--- config.mk ---
export PLATFORM = sky130hd
export DESIGN_NAME = frame_buffer_rwm
export DESIGN_NICKNAME = d
export VERILOG_FILES = /design/src/rtl/frame_buffer_pkg.sv /design/src/rtl/frame_buffer_rwm_ram.sv /design/src/rtl/frame_buffer_rwm.sv
export SDC_FILE = /design/constraint.sdc
export NUM_CORES = 1
export LEC_CHECK = 0
export BUFFER_PORTS_ARGS = -buffer_cell sky130_fd_sc_hd__buf_2
export CORE_MARGIN = 3
export CORE_UTILIZATION = 60
export CTS_CLUSTER_DIAMETER = 30
export DETAILED_ROUTE_END_ITERATION = 7
export PLACE_DENSITY = 0.78
export RECOVER_POWER = 25
export REMOVE_ABC_BUFFERS = 1
export SLEW_MARGIN = 20
export SYNTH_ARGS = -nofsm -noshare
export SYNTH_HDL_FRONTEND = slang
export SYNTH_SLANG_ARGS = --single-unit
--- constraint.sdc ---
create_clock -name clk -period 4.1 [get_ports clk]
set_clock_uncertainty 0.15 [all_clocks]
set_input_delay 0.41 -clock clk [delete_from_list [all_inputs] [get_ports clk]]
set_output_delay 0.41 -clock clk [all_outputs]
set_load 0.01 [all_outputs]
--- src/rtl/frame_buffer_pkg.sv ---
// frame_buffer_pkg: shared op encodings, FSM state type and address-width helper
// for the frame_buffer_rwm pixel store.
package frame_buffer_pkg;

  localparam logic [1:0] OP_READ  = 2'b00;
  localparam logic [1:0] OP_WRITE = 2'b01;
  localparam logic [1:0] OP_CLEAR = 2'b10;

  typedef enum logic [2:0] {
    ST_IDLE  = 3'd0,
    ST_WRITE = 3'd1,
    ST_READ  = 3'd2,
    ST_CLEAR = 3'd3,
    ST_DONE  = 3'd4
  } fb_state_e;

  // Address width for a given word count; never narrower than one bit.
  function automatic int fb_addr_w(input int depth);
    if (depth > 1) begin
      return $clog2(depth);
    end else begin
      return 1;
    end
  endfunction

endpackage

--- src/rtl/frame_buffer_rwm_ram.sv ---
// fb_ram: simple dual-port synchronous RAM, one write port and one registered
// read port with read enable (output holds when i_re is low). Storage has no reset.
module fb_ram #(
  parameter int DATA_W = 8,
  parameter int DEPTH  = 16,
  parameter int ADDR_W = 4
) (
  input  logic              clk,
  input  logic              i_we,
  input  logic [ADDR_W-1:0] i_waddr,
  input  logic [DATA_W-1:0] i_wdata,
  input  logic              i_re,
  input  logic [ADDR_W-1:0] i_raddr,
  output logic [DATA_W-1:0] o_rdata
);

  logic [DATA_W-1:0] r_mem [DEPTH];
  logic [DATA_W-1:0] r_rdata;

  // Write port: one word per cycle when enabled.
  always_ff @(posedge clk) begin
    if (i_we) begin
      r_mem[i_waddr] <= i_wdata;
    end
  end

  // Registered read port; holds its last word while i_re is low.
  always_ff @(posedge clk) begin
    if (i_re) begin
      r_rdata <= r_mem[i_raddr];
    end
  end

  assign o_rdata = r_rdata;

endmodule

--- src/rtl/frame_buffer_rwm.sv ---
// frame_buffer_rwm: parametrised pixel frame store with a command interface
// (read / write / clear over base+length), valid/ready pixel sides and a
// two-deep read prefetch (RAM read register + output skid register).
// Optional feature macro: FRAME_BUFFER_ROW_MARK_EN adds rd_sol/rd_eol markers.
module frame_buffer_rwm
  import frame_buffer_pkg::*;
#(
  parameter  int DATA_W = 8,
  parameter  int IMG_W  = 4,
  parameter  int IMG_H  = 4,
  localparam int DEPTH  = IMG_W * IMG_H,
  localparam int ADDR_W = fb_addr_w(DEPTH)
) (
  input  logic              clk,
  input  logic              rst_n,
  input  logic              cmd_valid,
  input  logic [1:0]        cmd_op,
  input  logic [ADDR_W-1:0] cmd_addr,
  input  logic [ADDR_W:0]   cmd_len,
  output logic              busy,
  output logic              done,
  input  logic              wr_valid,
  input  logic [DATA_W-1:0] wr_data,
  output logic              wr_ready,
  output logic              rd_valid,
  output logic [DATA_W-1:0] rd_data,
  input  logic              rd_ready
`ifdef FRAME_BUFFER_ROW_MARK_EN
  ,
  output logic              rd_sol,
  output logic              rd_eol
`endif
);

  localparam logic [ADDR_W-1:0] ADDR_ZERO = {ADDR_W{1'b0}};
  localparam logic [ADDR_W-1:0] ADDR_ONE  = ADDR_W'(1'b1);
  localparam logic [ADDR_W-1:0] ADDR_LAST = ADDR_W'(DEPTH - 1);
  localparam logic [ADDR_W:0]   LEN_ZERO  = {(ADDR_W+1){1'b0}};
  localparam logic [ADDR_W:0]   LEN_ONE   = (ADDR_W+1)'(1'b1);
  localparam logic [ADDR_W:0]   LEN_DEPTH = (ADDR_W+1)'(DEPTH);

  // Pointer advance modulo DEPTH (DEPTH need not be a power of two).
  function automatic logic [ADDR_W-1:0] ptr_inc(input logic [ADDR_W-1:0] p);
    if (p == ADDR_LAST) begin
      return ADDR_ZERO;
    end else begin
      return p + ADDR_ONE;
    end
  endfunction

  fb_state_e         r_state, w_state_nxt;
  logic [ADDR_W-1:0] r_ptr, w_ptr_nxt;
  logic [ADDR_W:0]   r_rem, w_rem_nxt;
  logic [ADDR_W:0]   w_len_eff;
  logic              r_busy, r_done, r_wr_ready;
  logic              r_s1_valid, r_rd_valid;
  logic [DATA_W-1:0] r_rd_data;
  logic              w_ram_we, w_ram_re;
  logic [ADDR_W-1:0] w_ram_raddr;
  logic [DATA_W-1:0] w_ram_wdata, w_ram_q;
  logic              w_rd_take, w_s2_load, w_s1_free;

  // Length 0 and over-long lengths both mean a whole frame.
  assign w_len_eff = ((cmd_len == LEN_ZERO) || (cmd_len > LEN_DEPTH)) ? LEN_DEPTH : cmd_len;

  // Read pipeline handshakes: stage 1 is the RAM read register, stage 2 the output.
  assign w_rd_take = r_rd_valid & rd_ready;
  assign w_s2_load = r_s1_valid & (~r_rd_valid | rd_ready);
  assign w_s1_free = ~r_s1_valid | w_s2_load;

  fb_ram #(
    .DATA_W (DATA_W),
    .DEPTH  (DEPTH),
    .ADDR_W (ADDR_W)
  ) u_ram (
    .clk     (clk),
    .i_we    (w_ram_we),
    .i_waddr (r_ptr),
    .i_wdata (w_ram_wdata),
    .i_re    (w_ram_re),
    .i_raddr (w_ram_raddr),
    .o_rdata (w_ram_q)
  );

  // Next-state, pointer/count and RAM port control.
  always_comb begin
    w_state_nxt = r_state;
    w_ptr_nxt   = r_ptr;
    w_rem_nxt   = r_rem;
    w_ram_we    = 1'b0;
    w_ram_wdata = {DATA_W{1'b0}};
    w_ram_re    = 1'b0;
    w_ram_raddr = r_ptr;
    case (r_state)
      ST_IDLE: begin
        if (cmd_valid) begin
          case (cmd_op)
            OP_READ: begin
              // First word is fetched in the accept cycle so rd_valid appears
              // two cycles after the command; the pointer then holds the next word.
              w_state_nxt = ST_READ;
              w_ram_re    = 1'b1;
              w_ram_raddr = cmd_addr;
              w_ptr_nxt   = ptr_inc(cmd_addr);
              w_rem_nxt   = w_len_eff - LEN_ONE;
            end
            OP_WRITE: begin
              w_state_nxt = ST_WRITE;
              w_ptr_nxt   = cmd_addr;
              w_rem_nxt   = w_len_eff;
            end
            OP_CLEAR: begin
              w_state_nxt = ST_CLEAR;
              w_ptr_nxt   = cmd_addr;
              w_rem_nxt   = w_len_eff;
            end
            default: begin
              w_state_nxt = ST_IDLE;
            end
          endcase
        end else begin
          w_state_nxt = ST_IDLE;
        end
      end
      ST_WRITE: begin
        if (wr_valid && r_wr_ready) begin
          w_ram_we    = 1'b1;
          w_ram_wdata = wr_data;
          w_ptr_nxt   = ptr_inc(r_ptr);
          w_rem_nxt   = r_rem - LEN_ONE;
          w_state_nxt = (r_rem == LEN_ONE) ? ST_DONE : ST_WRITE;
        end else begin
          w_state_nxt = ST_WRITE;
        end
      end
      ST_CLEAR: begin
        w_ram_we    = 1'b1;
        w_ptr_nxt   = ptr_inc(r_ptr);
        w_rem_nxt   = r_rem - LEN_ONE;
        w_state_nxt = (r_rem == LEN_ONE) ? ST_DONE : ST_CLEAR;
      end
      ST_READ: begin
        if ((r_rem != LEN_ZERO) && w_s1_free) begin
          w_ram_re  = 1'b1;
          w_ptr_nxt = ptr_inc(r_ptr);
          w_rem_nxt = r_rem - LEN_ONE;
        end else begin
          w_ram_re  = 1'b0;
        end
        // Finished once nothing is left to fetch or in flight and the last beat leaves.
        if ((r_rem == LEN_ZERO) && !r_s1_valid && w_rd_take) begin
          w_state_nxt = ST_DONE;
        end else begin
          w_state_nxt = ST_READ;
        end
      end
      ST_DONE: begin
        w_state_nxt = ST_IDLE;
      end
      default: begin
        w_state_nxt = ST_IDLE;
      end
    endcase
  end

  // State, pointer, count and registered status outputs.
  always_ff @(posedge clk or negedge rst_n) begin
    if (!rst_n) begin
      r_state    <= ST_IDLE;
      r_ptr      <= ADDR_ZERO;
      r_rem      <= LEN_ZERO;
      r_busy     <= 1'b0;
      r_done     <= 1'b0;
      r_wr_ready <= 1'b0;
    end else begin
      r_state    <= w_state_nxt;
      r_ptr      <= w_ptr_nxt;
      r_rem      <= w_rem_nxt;
      r_busy     <= (w_state_nxt != ST_IDLE);
      r_done     <= (w_state_nxt == ST_DONE);
      r_wr_ready <= (w_state_nxt == ST_WRITE);
    end
  end

  // Read prefetch: RAM read register occupancy plus the output skid register.
  always_ff @(posedge clk or negedge rst_n) begin
    if (!rst_n) begin
      r_s1_valid <= 1'b0;
      r_rd_valid <= 1'b0;
      r_rd_data  <= {DATA_W{1'b0}};
    end else begin
      if (w_ram_re) begin
        r_s1_valid <= 1'b1;
      end else if (w_s2_load) begin
        r_s1_valid <= 1'b0;
      end else begin
        r_s1_valid <= r_s1_valid;
      end
      if (w_s2_load) begin
        r_rd_valid <= 1'b1;
        r_rd_data  <= w_ram_q;
      end else if (w_rd_take) begin
        r_rd_valid <= 1'b0;
      end else begin
        r_rd_valid <= r_rd_valid;
      end
    end
  end

`ifdef FRAME_BUFFER_ROW_MARK_EN
  logic        r_s1_sol, r_s1_eol, r_rd_sol, r_rd_eol;
  logic [31:0] w_col;

  assign w_col = {{(32-ADDR_W){1'b0}}, w_ram_raddr} % 32'(IMG_W);

  // Row markers travel with each fetched word through both prefetch stages.
  always_ff @(posedge clk or negedge rst_n) begin
    if (!rst_n) begin
      r_s1_sol <= 1'b0;
      r_s1_eol <= 1'b0;
      r_rd_sol <= 1'b0;
      r_rd_eol <= 1'b0;
    end else begin
      if (w_ram_re) begin
        r_s1_sol <= (w_col == 32'd0);
        r_s1_eol <= (w_col == 32'(IMG_W - 1));
      end else begin
        r_s1_sol <= r_s1_sol;
        r_s1_eol <= r_s1_eol;
      end
      if (w_s2_load) begin
        r_rd_sol <= r_s1_sol;
        r_rd_eol <= r_s1_eol;
      end else if (w_rd_take) begin
        r_rd_sol <= 1'b0;
        r_rd_eol <= 1'b0;
      end else begin
        r_rd_sol <= r_rd_sol;
        r_rd_eol <= r_rd_eol;
      end
    end
  end

  assign rd_sol = r_rd_sol & r_rd_valid;
  assign rd_eol = r_rd_eol & r_rd_valid;
`endif

  assign busy     = r_busy;
  assign done     = r_done;
  assign wr_ready = r_wr_ready;
  assign rd_valid = r_rd_valid;
  assign rd_data  = r_rd_data;

endmodule

# After elaboration in Yosys (flattened, before gate mapping)
# Memory sizes are Yosys's and may differ from the RTL's. A register that Yosys moved wholly into a read port is not among the register bits.
# Cells that the tools add are included.
op_classes:
  addsub: 4
  multipliers: 0
  div_mod_pow: 0
  n_lt_le_gt_ge: 1
  eq_ne: 14
  shifts: 0
  mux: 37
  n_bitwise: 6
  reduce_logical: 17
ops:
  columns: ["operator", "count"]
  rows:
  - ["4-bit two-way mux", 8]
  - ["5-bit two-way mux", 4]
  - ["5-bit one-hot mux with 4 select lines", 1]
  - ["8-bit two-way mux", 2]
  - ["4-bit one-hot mux with 4 select lines", 1]
  - ["3-bit two-way mux", 5]
  - ["3-bit one-hot mux with 4 select lines", 1]
  - ["5-bit zero test", 2]
  - ["1-bit two-way mux", 10]
  - ["5-bit one-hot mux with 2 select lines", 1]
  - ["5-bit by 1-bit subtractor with 5-bit output, second input constant", 2]
  - ["4-bit by 1-bit adder with 4-bit output, second input constant", 2]
  - ["4-bit == test, second input constant", 2]
  - ["4-bit one-hot mux with 2 select lines", 1]
  - ["3-bit by 1-bit == test with 1-bit output, second input constant", 2]
  - ["3-bit by 2-bit == test with 1-bit output, second input constant", 2]
  - ["2-bit inequality test, second input constant", 3]
  - ["2-bit one-hot mux with 3 select lines", 1]
  - ["5-bit by 1-bit == test with 1-bit output, second input constant", 1]
  - ["5-bit greater-than comparator, second input constant", 1]
  - ["5-bit AND reduction", 1]
  - ["5-bit nonzero test", 1]
  - ["1-bit logical AND", 4]
  - ["1-bit one-hot mux with 2 select lines", 2]
  - ["15 further kinds", 19]
totals:
  register_bits: 25
  latchBits: 0
  ramBits: 128
  romBits: 0
  word_cells: 89
  memories: 1
memory_table:
  columns: ["memory", "depth", "word_bits", "read_ports", "rd_clocked_by_memory_dff", "wr", "line", "source"]
  rows:
  - ["u_ram.r_mem", 16, 8, 1, 1, 1, "frame_buffer_rwm_ram.sv:17", "logic [DATA_W-1:0] r_mem [DEPTH];"]

# Logic depth before layout (Yosys ltp)
# Gate-level depths: netlist of the first run.
depth:
  ltp_word: 8
  depth_mapped: 12
  mapped_depth_nobuf: 12

# Cells and area by module
# Synthesis of the first run repeated with hierarchy kept, for this count alone.
unflattened:
  hier_cells: 404
  area_unflattened_um2: 6917.9
modules_own_cells:
  columns: ["module", "instances", "cells_each", "area_each_um2"]
  rows:
  - ["fb_ram", 1, 229, 5227.5]
  - ["frame_buffer_rwm", 1, 175, 1690.4]

# Worst setup path before layout of the first run
# Ideal clock, no wire load.
synth_path:
  path_kind: "input to register"
  from: "input port cmd_op[0]"
  to: "register u_ram.r_rdata[6], in the netlist u_ram.o_rdata[6] (read register of u_ram.r_mem) (data pin)"
  setup_time_ps: 272
  arrival_ps: 2319
  required_time_ps: 3678
  setup_slack_ps: 1359
  cell_stages: 10
  path_buffers: 2
  path_cell_list: "inv_1 ha_1 and3b_2 a21oi_4 or2_1 buf_2 buf_6 mux2i_1 o22ai_1 or4_1"
synth_between:
  elab_chain_cells: 4
  word_cells_on_any_way: 7
synth_rtl:
  columns: ["element", "line", "source"]
  rows:
  - ["from (decl)", "frame_buffer_rwm.sv:17", "input logic [1:0] cmd_op,"]
  - ["2-bit zero test *", "frame_buffer_rwm.sv:97", "case (cmd_op)"]
  - ["1-bit two-way mux or 4-bit two-way mux (tied branches)", "frame_buffer_rwm.sv:97", null]
  - ["1-bit two-way mux or 4-bit two-way mux (tied branches)", "frame_buffer_rwm.sv:96", "if (cmd_valid) begin"]
  - ["1-bit one-hot mux with 2 select lines or 4-bit two-way mux (tied branches)", "frame_buffer_rwm.sv:94", "case (r_state)"]
  - ["to (decl)", "frame_buffer_rwm_ram.sv:18", "logic [DATA_W-1:0] r_rdata;"]
# Mark *: on every way between the ends. The rest lies on a longest branch, timed or not.
# A chain may end at the register's enable or synchronous reset.

# Final worst setup path of the first run
layout_path:
  from: "register r_state[1]"
  to: "register u_ram.r_rdata[2], in the netlist u_ram.o_rdata[2] (read register of u_ram.r_mem) (data pin)"
layout_between:
  elab_chain_cells: 2
  word_cells_on_any_way: 4
layout_rtl:
  columns: ["element", "line", "source"]
  rows:
  - ["from (decl)", "frame_buffer_rwm.sv:51", "fb_state_e r_state, w_state_nxt;"]
  - ["from (signal assigned)", "frame_buffer_rwm.sv:176", "r_state <= w_state_nxt;"]
  - ["3-bit by 2-bit == test with 1-bit output or 3-bit zero test (tied branches)", "frame_buffer_rwm.sv:94", null]
  - ["1-bit one-hot mux with 2 select lines or 4-bit two-way mux (tied branches)", "frame_buffer_rwm.sv:94", null]
# Parallel ways exist; a longest one is shown, timed or not.

==> impl_results.md, run 1 <==
- Outcome: complete, but fails checks
- Failing checks: max-capacitance violations, max-slew violations
- Die Wd: ~110 um
- # fillers: 742
- Resized cells post-CTS: 0
- DPL Wire Length: between 10 and 15 mm
- Worst-Skew Late Latency: between 400 and 500 ps
- Area leader, netlist: edfxtp_1
- Post-synthesis register bit count: around 160
- Post-Synthesis Cells: around 520
- Crit Path Max Fanout: 40
- Final wirelength: around 16 mm
- Layout Utilization: just over 70%
- DP Area: roughly 7200 um^2
- Async S/R FF share, synth: ~16%
- Area Overhead vs Synth: 12.5%
- Setup Buffers After CTS: 0
- Post-Syn Area per Cell: 13.5 um^2
- Gr usage total: 26.1%
- Sequential area share after synthesis: a little under 70%
- Netlist cell types: 49
- Drt wl/cell: roughly 23 um
- Starting DRC count in detailed routing: 709
- Largest net degree at the start of global routing: 41
- Synth warnings: 0
- Critical path arrival: between 3000 and 4000 ps
- Deepest clock path buffer count: 2
- Initial Utilization: between 60 and 70%
- Clk root buf: clkbuf_16
- Final ANT Viol Nets: 0
- Achievable Freq: 311 MHz
- Hold WC Path Type: input pin to register
- Fin. max-slew vios: 10
- Initial antenna violation count: 1
- # hold bufs at CTS: 1
- Fin. Hold Viols: 0
- Worst Setup Start Kind: register
- Largest cells by area after synthesis: edfxtp_1 (58%), dfrtp_1 (9.0%), mux2i_1 (3.2%)
- Sum Neg Setup Slack: 0 ps
- Leak pwr: 2.75 nW
- Slew headroom: -15.3%
- H-Tree Depth: 4
- Peak VDD IR: around 0.00053 V
- Number of global-route vias before repair: approximately 4400
- First drt pass iteration count: 5
- Worst-path clk slew: roughly 60 ps
- First-pass GRT wire length: 24.9 mm
- Yosys top cell area share: 58.4%
- Most common cell in the synthesized netlist: edfxtp_1
- Via count: roughly 4600
- Share of cells above drive strength 1: about an eighth
- Top FF cell, synth: edfxtp_1
- CP required: slightly above 4000 ps
- GPL Wtd Cong: ~0.88
- Final-stage net count: about 590
- Final setup viols: 0
- Reg2Reg Setup Slack: about 890 ps
- RSZ-0062 raised after global routing: false
- Num ports: 36
- CTS tree: done
- Die Y: approximately 110 um
- Post-synth EDFFs: roughly 140
- Crit share post-route: between 70 and 80%
- Core ar.: between 10000 and 15000 um^2
- Post-route cell area: about 8000 um^2
- Die ar.: ~13000 um^2
- Power density of the placed cells: around 750 nW/um^2
- Vias per cell: roughly 6.5
- Row count: 38
- Fin crit period: about 3200 ps
- ANT cells: 0
- Critical path capture point type: register
- CTS buffer count: 17
- DRC: 0
- Worst Setup Path Type: register to register
- Worst Hold Slack: around 210 ps
- Total grt overflow: 0
- Port-buffer cells: 35
- Synth top cells by count: edfxtp_1 (136), nor2_1 (49), nand2_1 (41)
- CTS sink cnt: 161
- Maximum Capacitance Violations: 1
- Post-Syn Area: ~7000 um^2
- Worst-margin pin slew: 1710 ps
==> worst max-delay path, cell delays in order (launching register included) <==
cell	delay (ps)
dfrtp_1	500
or2_1	360
nor3_2	390
or2_1	160
buf_4	450
mux2i_1	250
o22ai_1	100
or4_1	540
==> layout by cell type (no fill, tap or decap), types with 9 or more instances in the layout <==
cell	n
a21oi_1	32
nor2_1	49
or4_1	9
nand2_1	41
a211oi_1	9
and2_1	9
o22ai_1	11
o21ai_0	12
clkbuf_16	17
dfrtp_1	25
clkbuf_1	15
mux2i_1	22
buf_2	22
edfxtp_1	136
a31oi_1	14
nor3_1	9
o221ai_1	15
ha_1	12
inv_1	11
==> through the flow <==
step | cells | power (mW) | setup WS [ps]
global placement | 676 | 4.14 | 916
floorplan | 495 | 3.56 | 677
CTS | 709 | 5.88 | 920
detailed placement | 676 | 4.23 | 775
global route | 709 | 6.17 | 716
finish | 709 | 5.88 | 886
==> report_power, final <==
| part | total [mW] | internal, mW | switching, mW |
|---|---|---|---|
| Sequential | 2.39 | 2.20 | 0.184 |
| Combinational | 1.84 | 0.608 | 1.23 |
| Clock | 1.66 | 1.07 | 0.587 |
==> worst paths after layout <==
path / start / endpoint / cells past startpoint
worst max-delay path: r_state[1]$_DFF_PN0_ / u_ram.o_rdata[2]$_DFFE_PP_ / 7
worst min-delay path: rd_ready / r_s1_valid$_DFFE_PN0P_ / 3
worst max register to register: r_state[1]$_DFF_PN0_ / u_ram.o_rdata[2]$_DFFE_PP_ / 7
worst min register to register: u_ram.o_rdata[2]$_DFFE_PP_ / rd_data[2]$_DFFE_PN0P_ / 1
max in group asynchronous: rst_n / rd_data[2]$_DFFE_PN0P_ / 2
min in group asynchronous: rst_n / r_rem[2]$_DFFE_PN0P_ / 2
==> layer usage <==
layer	part of all wire [%]	vias up	GRT usage (%)
met2	47	264	40.7
li1	-	2061	-
met4	3.4	2	10.3
met1	39	2213	35.6
met5	0.043	-	0
met3	10	45	6.63
==> sequential cells by signal, summed over array words and instances, names as in the netlist <==
signal,cells
busy,1
done,1
r_ptr,4
r_rem,5
r_s1_valid,1
r_state,3
rd_data,8
rd_valid,1
u_ram.o_rdata,8
u_ram.r_mem,128
wr_ready,1
==> cell families after synthesis <==
logic type / Yosys count / share of synthesized area, %
simple gates: 161 / 11.7
flops: 161 / 67.4
compound gates: 116 / 11.2
buf+inv: 35 / 2.61
mux: 30 / 4.44
fa+ha+maj: 12 / 2.15
xor+xnor: 4 / 0.501
==> area by class of cell <==
type	count	area [um^2]	share of cell area (%)
inverters	11	41.3	0.525
flip-flops and latches	161	4710	59.9
clock inverters	13	191	2.44
well taps	140	175	2.23
multi-input cells	323	2100	26.7
clock buffers	19	433	5.51
repair buffers	42	214	2.72
Note: power is estimated with default switching activity, not from simulation.
==> inputs of run 2 (changes only) <==
CORE_UTILIZATION = 55   (was 60)
PLACE_DENSITY = 0.76   (was 0.78)
clock period = 2.68 ns   (was 4.1 ns; I/O delays follow)
==> impl_results.md, run 2 (synthesis gave the netlist of run 1 again) <==
- DP Area: about 7700 um^2
- Worst r2r src: r_state[1]$_DFF_PN0_
- ANT cells: 0
- Final setup viols: 0
- Crit share post-route: 98.2%
- First drt pass iteration count: 7
- Reg power frac: 39.6%
- Largest net degree at the start of global routing: 26
- Leak pwr: approximately 3 nW
- Share of cells above drive strength 1: roughly 22%
- Worst Setup Start Kind: register
- # fillers: 870
- Critical path capture point type: register
- Worst Setup Path Type: register to register
- Via count: roughly 4900
- Slowest-stage cell, CP: or4_1
- Area Overhead vs Synth: 18.6%
- Placement Setup Slack: -121 ps
- CP required: approximately 2700 ps
- Core ar.: 12200 um^2
- Achievable Freq: 380 MHz
- CP max stage delay: 540 ps
- Internal: between 5 and 6 mW
- Row count: 40
- Largest register by flop count: u_ram.r_mem
- Worst Hold Slack: roughly 77 ps
- Sum Neg Setup Slack: 0 ps
- CTS buffer count: 17
- Fin crit period: 2630 ps
- Critical path arrival: around 2600 ps
- Routed wl met2: just over 8 mm
- Gr usage total: between 20% and 30%
- Hold_sp: rd_ready
- Initial Utilization: 57.2%
- Die Wd: roughly 120 um
- CP dominant cell by count: or2_4
- DRC: 0
- Max reg flops: 128
- Most frequent cells in the layout: edfxtp_1 (136), nor2_1 (48), buf_4 (48)
- DPL Wire Length: 11.4 mm
- Fin. max-slew vios: 0
- GPL Wtd Cong: about 0.95
- Power density of the placed cells: 1100 nW/um^2
- Final ANT Viol Nets: 0
- Worst-path clk slew: ~60 ps
- First-pass GRT wire length: between 20 and 30 mm
- Outcome: completed
- Die ar.: 14100 um^2
- Vias per cell: between 6 and 7
- Peak VDD IR: 0.000564 V
- Commonest non-fill, non-tap cell in the layout: edfxtp_1
- Final-stage net count: approximately 640
- Total grt overflow: 0
- Slew headroom: just under 5%
- Starting DRC count in detailed routing: ~740
- Clock share of power: between 20% and 30%
- Worst setup path start: r_state[1]$_DFF_PN0_
- Deepest clock path buffer count: 2
- Layout Utilization: ~68%
- NetSw: around 3.2 mW
- Worst-margin pin slew: about 1400 ps
- Crit Path Max Fanout: 20
- Gate power share: between 30% and 40%
- Post-route cell area: about 8300 um^2
- Port-buffer cells: 35
- Met1 wire length: approximately 7 mm
- Sw Ratio: a little over a third
- Fin. Hold Viols: 0
- Met3 WL: between 1.5 and 2 mm
- Worst-Skew Late Latency: roughly 420 ps
- Setup WS post-layout: about 48 ps
- CTS tree: done
- H-Tree Depth: 4
- CTS sink cnt: between 150 and 200
- Die Y: between 100 and 150 um
- Top layer in use: met5
- Maximum Capacitance Violations: 0
- Drt wl/cell: between 20 and 25 um
- Clk root buf: clkbuf_16
- Number of global-route vias before repair: approximately 4800
- Num ports: 36
- Cell Chain, Critical Path: or2_4 > nor3_2 > or2_4 > buf_12 > mux2i_2 > o22ai_1 > or4_1
- Hold WC Path Type: input pin to register
- Initial antenna violation count: 1
- Final wirelength: about 17 mm
## run 2: power by group through the flow
stage	clock [mW]	combinational [mW]	sequential, mW
floorplan	0	1.81	3.64
global placement	0	3.03	3.62
detailed placement	0	3.14	3.63
CTS	2.21	3.27	3.59
global route	2.31	3.57	3.65
finish	2.18	3.32	3.61
## run 2: layer usage
layer	vias to the layer above	global-route usage [%]
li1	2173	-
met1	2360	34.5
met2	311	39.7
met3	44	5.45
met4	2	9.99
met5	-	0
## run 2: cell type report
class / count / area (um^2) / area share (%)
tap: 168 / 210 / 2.54
multi-input combinational: 323 / 2140 / 25.9
sequential: 161 / 4710 / 56.8
timing repair buffer: 94 / 664 / 8.01
clock inverter: 11 / 91.3 / 1.10
clock buffer: 18 / 429 / 5.18
inverter: 11 / 41.3 / 0.498
## run 2: timing repair
action,4_1_cts,5_1_grt
gates cloned,1,0
buffers inserted,1,1
hold buffers,1,0
resized for setup,2,9
endpoints found under the hold margin,25,0
endpoints found under the setup margin,5,8
pin swaps,1,5
## run 2: worst max-delay path: cells and delay by family, from the launching register on
kind | cells | cell delay, ps
flops | 1 | 420
mux | 1 | 240
compound gates | 1 | 120
simple gates | 4 | 1240
buf+inv | 1 | 180
## run 2: path summary, 6_finish.rpt
path,to,slack (ps),cells after the start
max reg2reg,u_ram.o_rdata[7]$_DFFE_PP_,50,7
min in group asynchronous,r_rem[2]$_DFFE_PN0P_,570,2
min reg2reg,rd_data[2]$_DFFE_PN0P_,330,1
max,u_ram.o_rdata[7]$_DFFE_PP_,50,7
min,r_s1_valid$_DFFE_PN0P_,80,3
max in group asynchronous,r_ptr[2]$_DFFE_PN0P_,970,2
## run 2: through the flow
step,cells,power [mW]
floorplan,495,5.45
global placement,753,6.65
detailed placement,753,6.77
CTS,785,9.07
global route,786,9.52
finish,786,9.11
==> inputs of run 3 (changes only) <==
RECOVER_POWER = default   (was 25)
==> impl_results.md, run 3 (synthesis gave the netlist of run 1 again) <==
- Worst-Skew Late Latency: 420 ps
- Number of global-route vias before repair: about 4800
- Fin. max-slew vios: 0
- Initial Utilization: between 50% and 60%
- Fin. Hold Viols: 0
- Deepest clock path buffer count: 2
- Placement Setup Slack: -121 ps
- Initial antenna violation count: 1
- CP required: 2690 ps
- Gr usage total: 25.2%
- Internal: between 5 and 6 mW
- Slew headroom: about half
- Reg power frac: 39.3%
- Worst Setup Path Type: register to register
- Worst r2r src: r_state[1]$_DFF_PN0_
- Final ANT Viol Nets: 0
- Die Y: about 120 um
- Setup WS post-layout: between 40 and 50 ps
- Critical path capture point type: register
- Fin crit period: approximately 2600 ps
- Worst-margin pin slew: slightly below 800 ps
- Hold WC Path Type: input pin to register
- Most frequent cells in the layout: edfxtp_1 (136), buf_4 (53), nor2_1 (48)
- Share of cells above drive strength 1: between 20% and 30%
- Achievable Freq: around 380 MHz
- First-pass GRT wire length: roughly 27 mm
- Outcome: completed
- Power density of the placed cells: 1100 nW/um^2
- Gate power share: 36.8%
- Drt wl/cell: 22.1 um
- Maximum Capacitance Violations: 0
- Vias per cell: 6.22
- Final-stage net count: between 600 and 700
- Reg2Reg Setup Slack: between 40 and 50 ps
- Starting DRC count in detailed routing: around 750
- CTS tree: done
- Largest register by flop count: u_ram.r_mem
- Dpl cells: 753
- Largest net degree at the start of global routing: 26
- Reg2reg path depth: 8
- Total Power: around 9 mW
- Final instance count without filler cells: ~800
- Core ar.: ~12000 um^2
- R2R Path End: u_ram.o_rdata[5]$_DFFE_PP_
- Worst setup path endpoint: u_ram.o_rdata[5]$_DFFE_PP_
- # fillers: approximately 850
- Final wirelength: 17.3 mm
- GPL Wtd Cong: between 0.9 and 1
- Critical path arrival: about 2600 ps
- Num ports: 36
- Area Overhead vs Synth: 19.1%
- Worst-path clk slew: approximately 60 ps
- ANT cells: 0
- DPL Wire Length: about 11 mm
- Crit share post-route: 98.3%
- Sum Neg Setup Slack: 0 ps
- CTS buffer count: 17
- Clk root buf: clkbuf_16
- DRC: 0
- Die Wd: between 100 and 150 um
- Max reg flops: between 100 and 150
- Sw Ratio: roughly a third
- Worst Setup Start Kind: register
- Die ar.: between 10000 and 15000 um^2
- Via count: 4890
- Worst setup path start: r_state[1]$_DFF_PN0_
- Row count: 40
- Clock share of power: between 20% and 30%
- Port-buffer cells: 35
- Total grt overflow: 0
- Leak pwr: between 3 and 4 nW
- Peak VDD IR: approximately 0.00057 V
- H-Tree Depth: 4
- NetSw: around 3.2 mW
- CTS sink cnt: approximately 160
- First drt pass iteration count: 6
- Commonest non-fill, non-tap cell in the layout: edfxtp_1
- Final setup viols: 0
- Crit Path Max Fanout: 8
[run 3: cell count changes in the layout (fill, tap and decap cells not counted), sizes merged]
cell,change
clkbuf,-18
buf,+18
[run 3: stage by stage]
stage / utilization, % / cell area (um^2) / hold WS (ps)
global route: 68.1 / 8320 / 88.1
floorplan: - / 6850 / -178
CTS: 67.7 / 8270 / 62.2
finish: 68.1 / 8320 / 75.8
global placement: 63.0 / 7690 / 140
detailed placement: 63.0 / 7690 / 154
[run 3: layout make-up]
class	instances	area (um^2)	area share, %
timing repair buffer	94	696	8.36
multi-input combinational	323	2140	25.8
clock buffer	18	429	5.16
clock inverter	11	91.3	1.10
sequential	161	4710	56.6
tap	168	210	2.53
inverter	11	41.3	0.496
[run 3: worst min path at each step]
stage / startpoint / to / cells past startpoint
after floorplan: rst_n / busy$_DFF_PN0_ / 0
after CTS: rd_ready / r_s1_valid$_DFFE_PN0P_ / 3
after detailed placement: rst_n / r_rem[2]$_DFFE_PN0P_ / 1
after global placement: rst_n / r_rem[3]$_DFFE_PN0P_ / 1
final: rd_ready / r_s1_valid$_DFFE_PN0P_ / 3
after global routing: rd_ready / r_s1_valid$_DFFE_PN0P_ / 3
[run 3: critical path, cell delays in order (launching register included)]
cell	delay, ps
dfrtp_1	420
buf_4	160
nor2_4	170
nand2_2	140
buf_4	190
a31oi_1	230
buf_4	230
o22ai_1	130
or4_1	550
[run 3: layer usage]
layer	track usage, %	vias up	share of wire (%)
met2	39.7	324	47
met3	5.45	50	9.2
li1	-	2171	-
met4	9.99	2	3.3
met5	0	-	0.075
met1	34.5	2343	40
[run 3: what timing repair did]
item / in CTS / in global routing
pin swaps: 1 / 5
hold buffers: 1 / 0
hold endpoints to repair: 25 / 0
endpoints found under the setup margin: 5 / 8
setup buffers: 1 / 1
cloned: 1 / 0
resized for setup: 2 / 9
[run 3: power groups by stage]
stage | Combinational [mW] | Sequential, mW | Clock [mW]
final | 3.37 | 3.60 | 2.19
after detailed placement | 3.14 | 3.63 | 0
after floorplan | 1.81 | 3.64 | 0
after CTS | 3.27 | 3.59 | 2.21
after global placement | 3.03 | 3.62 | 0
after global routing | 3.60 | 3.65 | 2.31
